## src/rtl/fft8_input_framer_if.sv

```systemverilog
// Handshake bundles for the fft8 input framer.
// sample_if carries the serial stream; frame_if carries the parallel frame.
interface sample_if #(
    parameter int DATA_W = 32
);
    logic [DATA_W-1:0] data;
    logic              valid;
    logic              last;
    logic              ready;

    modport master (output data, output valid, output last, input ready);
    modport slave  (input data, input valid, input last, output ready);
endinterface

interface frame_if #(
    parameter int DATA_W = 32
);
    logic [DATA_W-1:0] in0_r;
    logic [DATA_W-1:0] in1_r;
    logic [DATA_W-1:0] in2_r;
    logic [DATA_W-1:0] in3_r;
    logic [DATA_W-1:0] in4_r;
    logic [DATA_W-1:0] in5_r;
    logic [DATA_W-1:0] in6_r;
    logic [DATA_W-1:0] in7_r;
    logic              valid;
    logic              ready;

    modport master (
        output in0_r, output in1_r, output in2_r, output in3_r,
        output in4_r, output in5_r, output in6_r, output in7_r,
        output valid, input ready
    );
    modport slave (
        input in0_r, input in1_r, input in2_r, input in3_r,
        input in4_r, input in5_r, input in6_r, input in7_r,
        input valid, output ready
    );
endinterface

```

## src/rtl/fft8_input_framer.sv

```systemverilog
// Ping-pong serial-to-parallel framer feeding fft_8point.
// Two 8-sample banks: one fills while the other waits for release.
module fft8_input_framer #(
    parameter int DATA_W = 32,
    parameter int CNT_W  = 16
) (
    input  logic             clk,
    input  logic             rst,
    sample_if.slave          s,
    frame_if.master          f,
    output logic             frame_err,
    output logic [CNT_W-1:0] frame_cnt
);

    logic [DATA_W-1:0] bank [2][8];
    logic [1:0]        full;
    logic              wr_sel;
    logic              rd_sel;
    logic [2:0]        wr_idx;
    logic              acc;
    logic              rel;
    logic              last_pos;

    assign s.ready  = !full[wr_sel];
    assign f.valid  = full[rd_sel];
    assign acc      = s.valid && s.ready;
    assign rel      = f.valid && f.ready;
    assign last_pos = (wr_idx == 3'd7);

    assign f.in0_r = bank[rd_sel][0];
    assign f.in1_r = bank[rd_sel][1];
    assign f.in2_r = bank[rd_sel][2];
    assign f.in3_r = bank[rd_sel][3];
    assign f.in4_r = bank[rd_sel][4];
    assign f.in5_r = bank[rd_sel][5];
    assign f.in6_r = bank[rd_sel][6];
    assign f.in7_r = bank[rd_sel][7];

    // Sample storage: write the accepted sample unless it is a premature last.
    always_ff @(posedge clk or negedge rst) begin
        if (!rst) begin
            for (int b = 0; b < 2; b++) begin
                for (int i = 0; i < 8; i++) begin
                    bank[b][i] <= '0;
                end
            end
        end else if (acc && !(s.last && !last_pos)) begin
            bank[wr_sel][wr_idx] <= s.data;
        end
    end

    // Bank bookkeeping: fill on the write side, release on the read side.
    // A filling bank is never full, so the two sides never touch the same bit.
    always_ff @(posedge clk or negedge rst) begin
        if (!rst) begin
            full      <= 2'b00;
            wr_sel    <= 1'b0;
            rd_sel    <= 1'b0;
            wr_idx    <= 3'd0;
            frame_err <= 1'b0;
            frame_cnt <= '0;
        end else begin
            frame_err <= 1'b0;
            if (acc) begin
                if (s.last && !last_pos) begin
                    wr_idx    <= 3'd0;
                    frame_err <= 1'b1;
                end else if (last_pos) begin
                    full[wr_sel] <= 1'b1;
                    wr_sel       <= ~wr_sel;
                    wr_idx       <= 3'd0;
                    frame_err    <= !s.last;
                end else begin
                    wr_idx <= wr_idx + 3'd1;
                end
            end
            if (rel) begin
                full[rd_sel] <= 1'b0;
                rd_sel       <= ~rd_sel;
                frame_cnt    <= frame_cnt + 1'b1;
            end
        end
    end

endmodule

```

## src/flat_wrapper.sv

```systemverilog
// flat-port wrapper written by rule: the top's interface ports become plain ports
module fft8_input_framer_flat 
#(
    parameter int DATA_W = 32,
    parameter int CNT_W  = 16
)
  (clk, rst, frame_err, frame_cnt, s_data, s_valid, s_last, s_ready, f_in0_r, f_in1_r, f_in2_r, f_in3_r, f_in4_r, f_in5_r, f_in6_r, f_in7_r, f_valid, f_ready);
  sample_if #(.DATA_W(DATA_W)) s_i ();
  frame_if #(.DATA_W(DATA_W)) f_i ();
  input  logic clk;
  input  logic rst;
  output logic frame_err;
  output logic [CNT_W-1:0] frame_cnt;
  input wire logic [$bits(s_i.data)-1:0] s_data;
  input wire logic [$bits(s_i.valid)-1:0] s_valid;
  input wire logic [$bits(s_i.last)-1:0] s_last;
  output wire logic [$bits(s_i.ready)-1:0] s_ready;
  output wire logic [$bits(f_i.in0_r)-1:0] f_in0_r;
  output wire logic [$bits(f_i.in1_r)-1:0] f_in1_r;
  output wire logic [$bits(f_i.in2_r)-1:0] f_in2_r;
  output wire logic [$bits(f_i.in3_r)-1:0] f_in3_r;
  output wire logic [$bits(f_i.in4_r)-1:0] f_in4_r;
  output wire logic [$bits(f_i.in5_r)-1:0] f_in5_r;
  output wire logic [$bits(f_i.in6_r)-1:0] f_in6_r;
  output wire logic [$bits(f_i.in7_r)-1:0] f_in7_r;
  output wire logic [$bits(f_i.valid)-1:0] f_valid;
  input wire logic [$bits(f_i.ready)-1:0] f_ready;
  assign s_i.data = s_data;
  assign s_i.valid = s_valid;
  assign s_i.last = s_last;
  assign s_ready = s_i.ready;
  assign f_in0_r = f_i.in0_r;
  assign f_in1_r = f_i.in1_r;
  assign f_in2_r = f_i.in2_r;
  assign f_in3_r = f_i.in3_r;
  assign f_in4_r = f_i.in4_r;
  assign f_in5_r = f_i.in5_r;
  assign f_in6_r = f_i.in6_r;
  assign f_in7_r = f_i.in7_r;
  assign f_valid = f_i.valid;
  assign f_i.ready = f_ready;
  fft8_input_framer #(.DATA_W(DATA_W), .CNT_W(CNT_W)) u_core (.clk(clk), .rst(rst), .s(s_i), .f(f_i), .frame_err(frame_err), .frame_cnt(frame_cnt));
endmodule
```

## config.mk

```make
export PLATFORM = sky130hd
export DESIGN_NAME = fft8_input_framer_flat
export DESIGN_NICKNAME = d
export VERILOG_FILES = /design/src/rtl/fft8_input_framer_if.sv /design/src/rtl/fft8_input_framer.sv /design/src/flat_wrapper.sv
export SDC_FILE = /design/constraint.sdc
export NUM_CORES = 1
export LEC_CHECK = 0
export ABC_AREA = 1
export CORE_MARGIN = 5
export CORE_UTILIZATION = 35
export CTS_CLUSTER_DIAMETER = 120
export DETAILED_ROUTE_END_ITERATION = 8
export GPL_TIMING_DRIVEN = 0
export PLACE_DENSITY_LB_ADDON = 0.1
export RECOVER_POWER = 25
export SYNTH_ARGS = -nofsm -noshare
export SYNTH_HDL_FRONTEND = slang
export SYNTH_SLANG_ARGS = --single-unit
export TNS_END_PERCENT = 1
```

## constraint.sdc

```tcl
create_clock -name clk -period 3.67 [get_ports clk]
set_input_delay 0.734 -clock clk [delete_from_list [all_inputs] [get_ports clk]]
set_output_delay 0.734 -clock clk [all_outputs]
set_load 0.03 [all_outputs]
```

==> results of run 1 <==
-- critical path, delay by kind of cell (launching register included) --
kind | cells | cell delay [ps]
buffers and inverters | 4 | 1630
flip-flops | 1 | 310
AND/OR/NAND/NOR | 2 | 290
-- sequential cells by signal, summed over array words and instances (netlist names) --
register          count
u_core.wr_idx         3
u_core.wr_sel         1
u_core.rd_sel         1
u_core.frame_cnt     16
u_core.full           2
u_core.bank         512
u_core.frame_err      1
-- through the flow --
stage                     TNS [ps]  setup WS, ps  util, %  instances
after floorplan                  0          1510        -       2738
after global placement           -        -21870     41.8       3904
after detailed placement      -864         -91.9     42.0       3909
after CTS                    -9.33         -9.33     45.3       4020
after global routing         -1660         -92.8     45.4       4020
final                            0          70.3     45.4       4020
-- cell families after synthesis --
logic type / Yosys count / synth area share [%]
DFF: 536 / 59.1
and+or+nand+nor: 1425 / 24.2
adders and majority gates: 4 / 0.221
xor gates and xnor gates: 8 / 0.309
buffers and inverters: 246 / 4.71
AOI/OAI and AO/OA: 519 / 11.5
-- path summary, 6_finish.rpt --
path,to,cells after the start,start
min in group asynchronous,u_core.frame_cnt[10],1,rst
worst min register to register,u_core.bank[364],2,u_core.bank[364]
worst min-delay path,u_core.bank[364],2,u_core.bank[364]
max in group asynchronous,u_core.bank[384],2,rst
worst max-delay path,f_in0_r[10],6,u_core.rd_sel
worst max register to register,u_core.bank[0],9,u_core.wr_idx[0]
-- power groups by stage --
stage,clock (uW),sequential (uW),combinational [uW]
2_1_floorplan,0,8740,6130
3_3_place_gp,0,8930,10700
5_1_grt,6530,9110,11700
6_report,6190,8900,10800
3_5_place_dp,0,8950,10800
4_1_cts,6310,8870,10900
-- area by class of cell --
cell class              instances  area [sq um]
plain buffers                 188           932
clock buffers                  90          1750
clock inverters                21           278
fillers                      6328         35200
inverters                      58           218
multi-input cells            1956          8220
flip-flops and latches        536         13400
well taps                     855          1070
repair buffers                316          3300
-- layer usage --
layer / wire length [um] / up-vias / track usage [%] / part of all wire, %
met5: 0 / - / 0 / 0
met4: 2270 / 0 / 6.87 / 2.7
met3: 5760 / 110 / 5.16 / 6.9
met2: 39200 / 647 / 37.8 / 47
met1: 35800 / 9951 / 30.8 / 43
li1: - / 9410 / - / -
-- cell usage in the layout (no fill, tap or decap), drive strengths merged --
cell / synthesis / final
xor2: 6 / 6
nand3b: 2 / 2
o21bai: 1 / 1
a21oi: 2 / 2
xnor2: 2 / 2
o21ai: 516 / 516
dlygate4sd2: 0 / 1
clkinv: 0 / 13
dlymetal6s2s: 0 / 31
nor2: 37 / 37
bufinv: 0 / 6
clkdlybuf4s50: 0 / 278
dfrtp: 536 / 536
buf: 46 / 58
inv: 58 / 60
ha: 4 / 4
clkbuf: 142 / 226
nand4: 4 / 4
nand2: 1363 / 1363
nand3: 18 / 18
nor3: 1 / 1
-- timing repair --
| item | in CTS | in global routing |
|---|---|---|
| endpoints found under the setup margin | 221 | 143 |
| gates resized for setup | 47 | 59 |
| hold endpoints to repair | 0 | 0 |
==> flow_summary_export.csv, run 1 <==
group,metric,value,unit
floorplanning,dieWidth,265,um
route,ant_nets,0,
global_routing,grt_pass1_vias,19700,
synth,ys_types,25,
sta,fin_skew,26.9,ps
pwr,netSwitchingPower,10600,uW
worst_setup_path,critPathMaxFanout,10,
worst_setup_path,start_kind,"flop",
place,dpl-instance-area,0.0270,sq mm
pwr,swShare,41.1,%
layout,drive_gt1_share,6.73,%
route,wl_per_cell,20.6,um
worst_setup_path,path_cells,"buf_2 > clkbuf_2 > clkbuf_1 > nand2_1 > nand2_1 > clkdlybuf4s50_1",
pwr,pwr-share-seq,34.4,%
synth,synth-async-reset-ratio,100,%
place,hpwl,61900,um
route,drt_iter0_markers,1711,
worst_setup_path,crit_required,2940,ps
synth,avgSynthCellArea,8.29,sq um
clocking,numCtsBuffers,59,
pwr,p_int,15200,uW
synth,synth_top_cell_area_share,59.1,%
route,vias_per_cell,5.00,
global_routing,antenna_found_initial,0,
synth,synth_seq_cells,536,
route,routed_wl,83000,um
pwr,combPwrFrac,41.7,%
clocking,clk_path_buf_depth,3,
route,vias,20100,
global_routing,grt.total_usage,23.0,%
worst_setup_path,crit_arrival,2870,ps
floorplanning,row_count,93,
synth,synth_flop_cell,"dfrtp_1",
clocking,cts.sinks,536,
floorplanning,core,0.0643,sq mm
route,drt_pass1_iterations,6,
worst_setup_path,critPathSlowestCell,"clkdlybuf4s50_1",
pwr,ir_worst_vdd,0.000478,V
clocking,hold_buffers,0,
floorplanning,die_h,265,um
synth,synth_area_leader_cell,"dfrtp_1",
worst_setup_path,endpoint_kind,"primary output",
sta,relSlewSlack,-31.2,%
global_routing,grt_pass1_wl,124000,um
pwr,power_density,887,mW/mm^2
clocking,clk_latency,640,ps
pwr,clkPwrFrac,23.9,%
route,drc,0,
layout,diodes,0,
sta,final_max_slew_viol_count,75,
synth,yosys-top-cells-count,"1,346 x nand2_1, 536 x dfrtp_1, 412 x o21ai_0",
clocking,root_buffer,"clkbuf_16",
sta,min_period,3600,ps
floorplanning,die_area,0.0700,sq mm
synth,synth_seq_area_share,59.1,%
pwr,power,25900,uW
worst_setup_path,rrSetupSlack,1150,ps
floorplanning,ioPinCount,312,
sta,rsz0062_at_grt,"true",
sta,setup_viol,0,
floorplanning,start_util,35.3,%
clocking,htree_num_levels,2,
sta,min_period_over_period,98.1,%
synth,synthesis.area,0.0227,sq mm
synth,synth_edf_count,0,
clocking,path_clk_slew,60,ps
layout,fin_area,0.0292,sq mm
place,gp_congestion,0.857,
worst_setup_path,crit_top_cell,"nand2_1",
hold_path,min_path_type,"flop to flop",
layout,syn_to_final_growth,28.6,%
synth,synthTopCellsByArea,"dfrtp_1 59%, nand2_1 22%, o21ai_0 9.1%",
clocking,postCtsSetupRepairBufs,0,
synth,yosysMostFrequentCell,"nand2_1",
global_routing,grt_max_degree,118,
status,violations,"capacitance limit, slew limit",
worst_setup_path,path_class,"flop to primary output",
sta,whs,481,ps
status,outcome,"finished, violations left",
sta,hold_viol,0,
synth,synth_nets,2779,
flow_run,cap_violations,1,
synth,yosysWarningCount,0,
worst_setup_path,cpPeakStageDelay,670,ps
synth,syn_inst,2738,
pwr,p_leak,0.0147,uW
clocking,cts_tree,"done",
place,port_buffers,311,
layout,final_nets,3156,
global_routing,overflow,0,
sta,fmax,278,MHz
sta,worst_slew_pin_slew,1970,ps
Power figures use the tool's default switching activity.
==> run 2: changes to the inputs <==
clock period = 3.85 ns   (was 3.67 ns; I/O delays follow)
==> run 2 against run 1 <==
The flow still finishes with violations (capacitance limit, slew limit). Combinational power decreased by 5%. First-iteration DRC count shrank 4.0%. Critical path depth did not move. Total power fell by 4.7%. Sequential share of layout area up 0.21 points. Cell area decreased by 0.45%. Sequential power down 4.7%. Critical endpoint is now f_in7_r[0].
==> flow_summary_export.csv, run 2 (synthesized netlist as in run 1, its figures left out) <==
group,metric,value,unit
place,post-place-ws,52.1,ps
worst_setup_path,r2r-start,"u_core.wr_idx[0]",
floorplanning,core,0.0643,sq mm
global_routing,grt_use_met1,30.9,%
clocking,numCtsBuffers,59,
worst_setup_path,path_class,"flop to primary output",
global_routing,grt.total_usage,23.0,%
clocking,postCtsSetupRepairBufs,0,
sta,whs,481,ps
route,wl_per_cell,20.6,um
flow_run,cap_violations,2,
hold_path,min_path_cells,2,
hold_path,hold_start,"u_core.bank[294]",
layout,regMostFlops,"u_core.bank",
worst_setup_path,reg2regPathDepth,9,
clocking,path_clk_slew,60,ps
layout,mostFrequentLayoutCell,"nand2_1",
floorplanning,start_util,35.3,%
layout,final_cell_mix,"1,346 x nand2_1, 536 x dfrtp_1, 412 x o21ai_0",
clocking,cts.sinks,536,
pwr,ir_worst_vdd,0.000457,V
clocking,root_buffer,"clkbuf_16",
sta,relSlewSlack,-27.1,%
layout,diodes,0,
sta,final_max_slew_viol_count,145,
sta,fin_skew,29.7,ps
pwr,power_density,849,mW/mm^2
floorplanning,die_h,265,um
place,gp_congestion,0.857,
pwr,p_leak,0.0141,uW
route,drt_iter0_markers,1643,
clocking,cts_tree,"done",
sta,rsz0062_at_grt,"true",
worst_setup_path,crit_required,3080,ps
sta,setup_viol,0,
hold_path,min_path_type,"flop to flop",
sta,fmax,264,MHz
clocking,hold_buffers,0,
global_routing,grt_max_degree,118,
global_routing,grt_use_met3,5.16,%
worst_setup_path,endpoint_kind,"primary output",
sta,setup_ws,68.3,ps
worst_setup_path,critPathMaxFanout,10,
clocking,clk_path_buf_depth,3,
global_routing,gr-usage-met2,37.8,%
global_routing,antenna_found_initial,0,
route,vias_per_cell,5.01,
worst_setup_path,start_kind,"flop",
layout,fill_cells,6327,
sta,worst_slew_pin_slew,1910,ps
layout,drive_gt1_share,6.29,%
global_routing,grt_pass1_vias,19700,
place,port_buffers,311,
floorplanning,ioPinCount,312,
layout,top_regs,"u_core.bank (512), u_core.frame_cnt (16), u_core.wr_idx (3)",
route,drc,0,
floorplanning,die_area,0.0700,sq mm
floorplanning,row_count,93,
worst_setup_path,rr_endpoint,"u_core.bank[0]",
route,ant_nets,0,
hold_path,holdPathEnd,"u_core.bank[294]",
place,hpwl,61900,um
global_routing,busiest_layer,"met2",
layout,largest_register_ffs,512,
clocking,clk_latency,640,ps
sta,min_period_over_period,98.2,%
worst_setup_path,rrSetupSlack,1360,ps
worst_setup_path,crit_arrival,3010,ps
route,routed_wl,82800,um
floorplanning,dieWidth,265,um
layout,final_nets,3156,
sta,min_period,3780,ps
clocking,cts_resized,28,
layout,syn_to_final_growth,28.0,%
status,violations,"capacitance limit, slew limit",
route,vias,20100,
global_routing,grt_pass1_wl,124000,um
sta,hold_viol,0,
route,drt_pass1_iterations,5,
clocking,htree_num_levels,2,
global_routing,overflow,0,
status,outcome,"finished, violations left",
==> run 2: how the worst max path moves through the flow <==
stage / from / slack, ps / cells past startpoint / endpoint
after global routing: u_core.rd_sel / -100 / 6 / f_in7_r[0]
after CTS: u_core.rd_sel / 10 / 7 / f_in3_r[20]
after detailed placement: u_core.rd_sel / 50 / 7 / f_in5_r[0]
final: u_core.rd_sel / 70 / 6 / f_in7_r[0]
after floorplan: u_core.rd_sel / 1650 / 6 / f_in5_r[15]
after global placement: rst / -21730 / 1 / u_core.bank[24]
==> run 2: routing by layer <==
metal  up-vias  wire (um)
met5         -          0
met4         0       2280
met3       111       6150
met2       688      39100
met1      9934      35300
li1       9409          -
==> run 2: critical path: stages, from the launching register on <==
cell,delay (ps)
dfrtp_1,310
buf_2,180
clkbuf_2,350
clkbuf_1,560
nand2_1,100
nand2_1,180
clkdlybuf4s50_1,710
==> run 2: cell type report <==
cell class	count	area [sq um]	area share [%]
sequential	536	13400	46.2
tap	855	1070	3.68
clock buffer	90	1750	6.04
clock inverter	21	278	0.956
multi-input combinational	1956	8220	28.3
timing repair buffer	316	3210	11.0
buffer	188	897	3.09
inverter	58	218	0.749
==> run 2: per-stage QoR <==
stage / utilization (%) / total power (uW) / setup TNS (ps) / instances / cell area (sq um)
2_1_floorplan: - / 14200 / 0 / 2738 / 22700
3_3_place_gp: 41.8 / 18700 / - / 3904 / 26900
3_5_place_dp: 42.0 / 18800 / 0 / 3909 / 27000
4_1_cts: 45.2 / 24900 / 0 / 4020 / 29100
5_1_grt: 45.1 / 26100 / -4200 / 4020 / 29100
6_report: 45.1 / 24700 / 0 / 4020 / 29100
==> run 2: where the power goes <==
| group | switching (uW) | internal (uW) | leakage (uW) | total [uW] |
|---|---|---|---|---|
| Sequential | 1020 | 7460 | 0.00718 | 8480 |
| Combinational | 6770 | 3520 | 0.00595 | 10300 |
| Clock | 2370 | 3540 | 0.00101 | 5900 |
| Total | 10200 | 14500 | 0.0141 | 24700 |
==> run 3: changes to the inputs <==
CORE_MARGIN = 4   (was 5)
==> run 3 against run 2 <==
The run still ends with capacitance limit, slew limit left. Cell area barely moved. Via count fell by 0.73%. First-iteration DRC count rose by 5.2%. Non-clock buffer count fell by 1. Combinational power barely moved. Largest power group unchanged. Sequential power barely moved. Register-to-register slack got worse by 930 ps.
==> flow_summary_export.csv, run 3 (synthesized netlist as in run 1, its figures left out) <==
group,metric,value,unit
status,outcome,"finished, violations left",
status,violations,"capacitance limit, slew limit",
sta,relSlewSlack,-52.4,%
global_routing,antenna_found_initial,2,
floorplanning,core,0.0643,sq mm
floorplanning,start_util,35.3,%
route,vias_per_cell,4.98,
place,post-place-ws,70.3,ps
clocking,htree_num_levels,2,
layout,final_nets,3155,
sta,setup_viol,0,
layout,mostFrequentLayoutCell,"nand2_1",
pwr,power,24700,uW
floorplanning,die_area,0.0690,sq mm
clocking,clk_path_buf_depth,3,
global_routing,grt.total_usage,23.3,%
place,gp_congestion,0.847,
global_routing,grt_max_degree,124,
sta,final_max_slew_viol_count,83,
worst_setup_path,endpoint_kind,"primary output",
route,wl_per_cell,20.4,um
route,ant_nets,0,
layout,post-route-util,45.1,%
sta,rsz0062_at_grt,"true",
sta,min_period,3760,ps
place,port_buffers,311,
place,hpwl,61000,um
pwr,ir_worst_vdd,0.000501,V
clocking,hold_buffers,0,
layout,largest_register_ffs,512,
clocking,numCtsBuffers,59,
sta,setup_ws,91.6,ps
sta,worst_slew_pin_slew,2290,ps
global_routing,grt_pass1_vias,19500,
clocking,cts.sinks,536,
route,drc,0,
floorplanning,die_h,263,um
layout,fill_cells,6316,
worst_setup_path,start_kind,"flop",
layout,drive_gt1_share,6.46,%
route,drt_iter0_markers,1729,
global_routing,overflow,0,
worst_setup_path,critPathMaxFanout,10,
layout,multi_input_area,0.00820,sq mm
clocking,cts_tree,"done",
layout,regMostFlops,"u_core.bank",
global_routing,grt_pass1_wl,124000,um
pwr,power_density,849,mW/mm^2
floorplanning,dieWidth,263,um
clocking,root_buffer,"clkbuf_16",
floorplanning,ioPinCount,312,
layout,syn_to_final_growth,27.9,%
hold_path,min_path_type,"flop to flop",
pwr,p_leak,0.0141,uW
route,routed_wl,82000,um
sta,final.setup.tns,0,ps
layout,seq_area,0.0134,sq mm
sta,fmax,266,MHz
sta,min_period_over_period,97.6,%
clocking,clk_latency,620,ps
layout,top_regs,"u_core.bank (512), u_core.frame_cnt (16), u_core.wr_idx (3)",
worst_setup_path,crit_required,3080,ps
flow_run,cap_violations,1,
sta,hold_viol,0,
clocking,path_clk_slew,60,ps
worst_setup_path,crit_arrival,2990,ps
floorplanning,row_count,93,
layout,final_cell_mix,"1,346 x nand2_1, 536 x dfrtp_1, 412 x o21ai_0",
route,vias,20000,
worst_setup_path,path_class,"flop to primary output",
route,drt_pass1_iterations,6,
sta,fin_skew,14.7,ps
-- run 3: cell type report --
cell class	instances	area share (%)
diodes	2	0.0172
plain buffers	188	3.05
clock buffers	77	5.84
clock inverters	30	1.19
inverters	58	0.750
multi-input cells	1956	28.2
flip-flops and latches	536	46.2
well taps	855	3.68
repair buffers	315	11.0
-- run 3: metrics by stage --
step	hold slack (ps)	instance area, sq um	instances
finish	481	29000	4017
global route	493	29000	4017
CTS	163	29100	4015
detailed placement	473	27000	3908
global placement	466	26900	3904
floorplan	453	22700	2738
-- run 3: routing by layer --
metal	GRT usage, %	wire [um]	up-vias	share of wire, %
li1	-	-	9405	-
met1	32.2	36000	9825	44
met2	38.1	38800	653	47
met3	4.14	5190	111	6.3
met4	6.36	2090	0	2.5
met5	0	0	-	0
-- run 3: critical path, stage by stage, from the launching register on --
cell	delay [ps]
dfrtp_1	330
buf_2	180
clkbuf_2	380
clkbuf_1	520
nand2_1	120
nand2_1	160
clkdlybuf4s50_1	690
-- run 3: worst paths after layout --
| check | startpoint | to | slack [ps] | cells past startpoint |
|---|---|---|---|---|
| hold reg to reg | u_core.bank[107] | u_core.bank[107] | 480 | 2 |
| min in group asynchronous | rst | u_core.frame_cnt[14] | 830 | 1 |
| hold / removal | u_core.bank[107] | u_core.bank[107] | 480 | 2 |
| setup / recovery | u_core.rd_sel | f_in7_r[20] | 90 | 6 |
| setup reg to reg | u_core.wr_idx[1] | u_core.bank[188] | 430 | 11 |
| max in group asynchronous | rst | u_core.bank[209] | 680 | 3 |
-- run 3: where the power goes --
part | total [uW] | leakage (uW) | switching (uW) | internal (uW)
Clock | 5940 | 0.00101 | 2380 | 3560
Sequential | 8470 | 0.00718 | 1010 | 7460
Combinational | 10300 | 0.00592 | 6730 | 3520
Total | 24700 | 0.0141 | 10100 | 14500
-- run 3: what timing repair did --
action / in CTS / in global routing
resized for setup: 28 / 18
endpoints found under the hold margin: 0 / 0
setup endpoints to repair: 221 / 76
setup buffers: 0 / 0
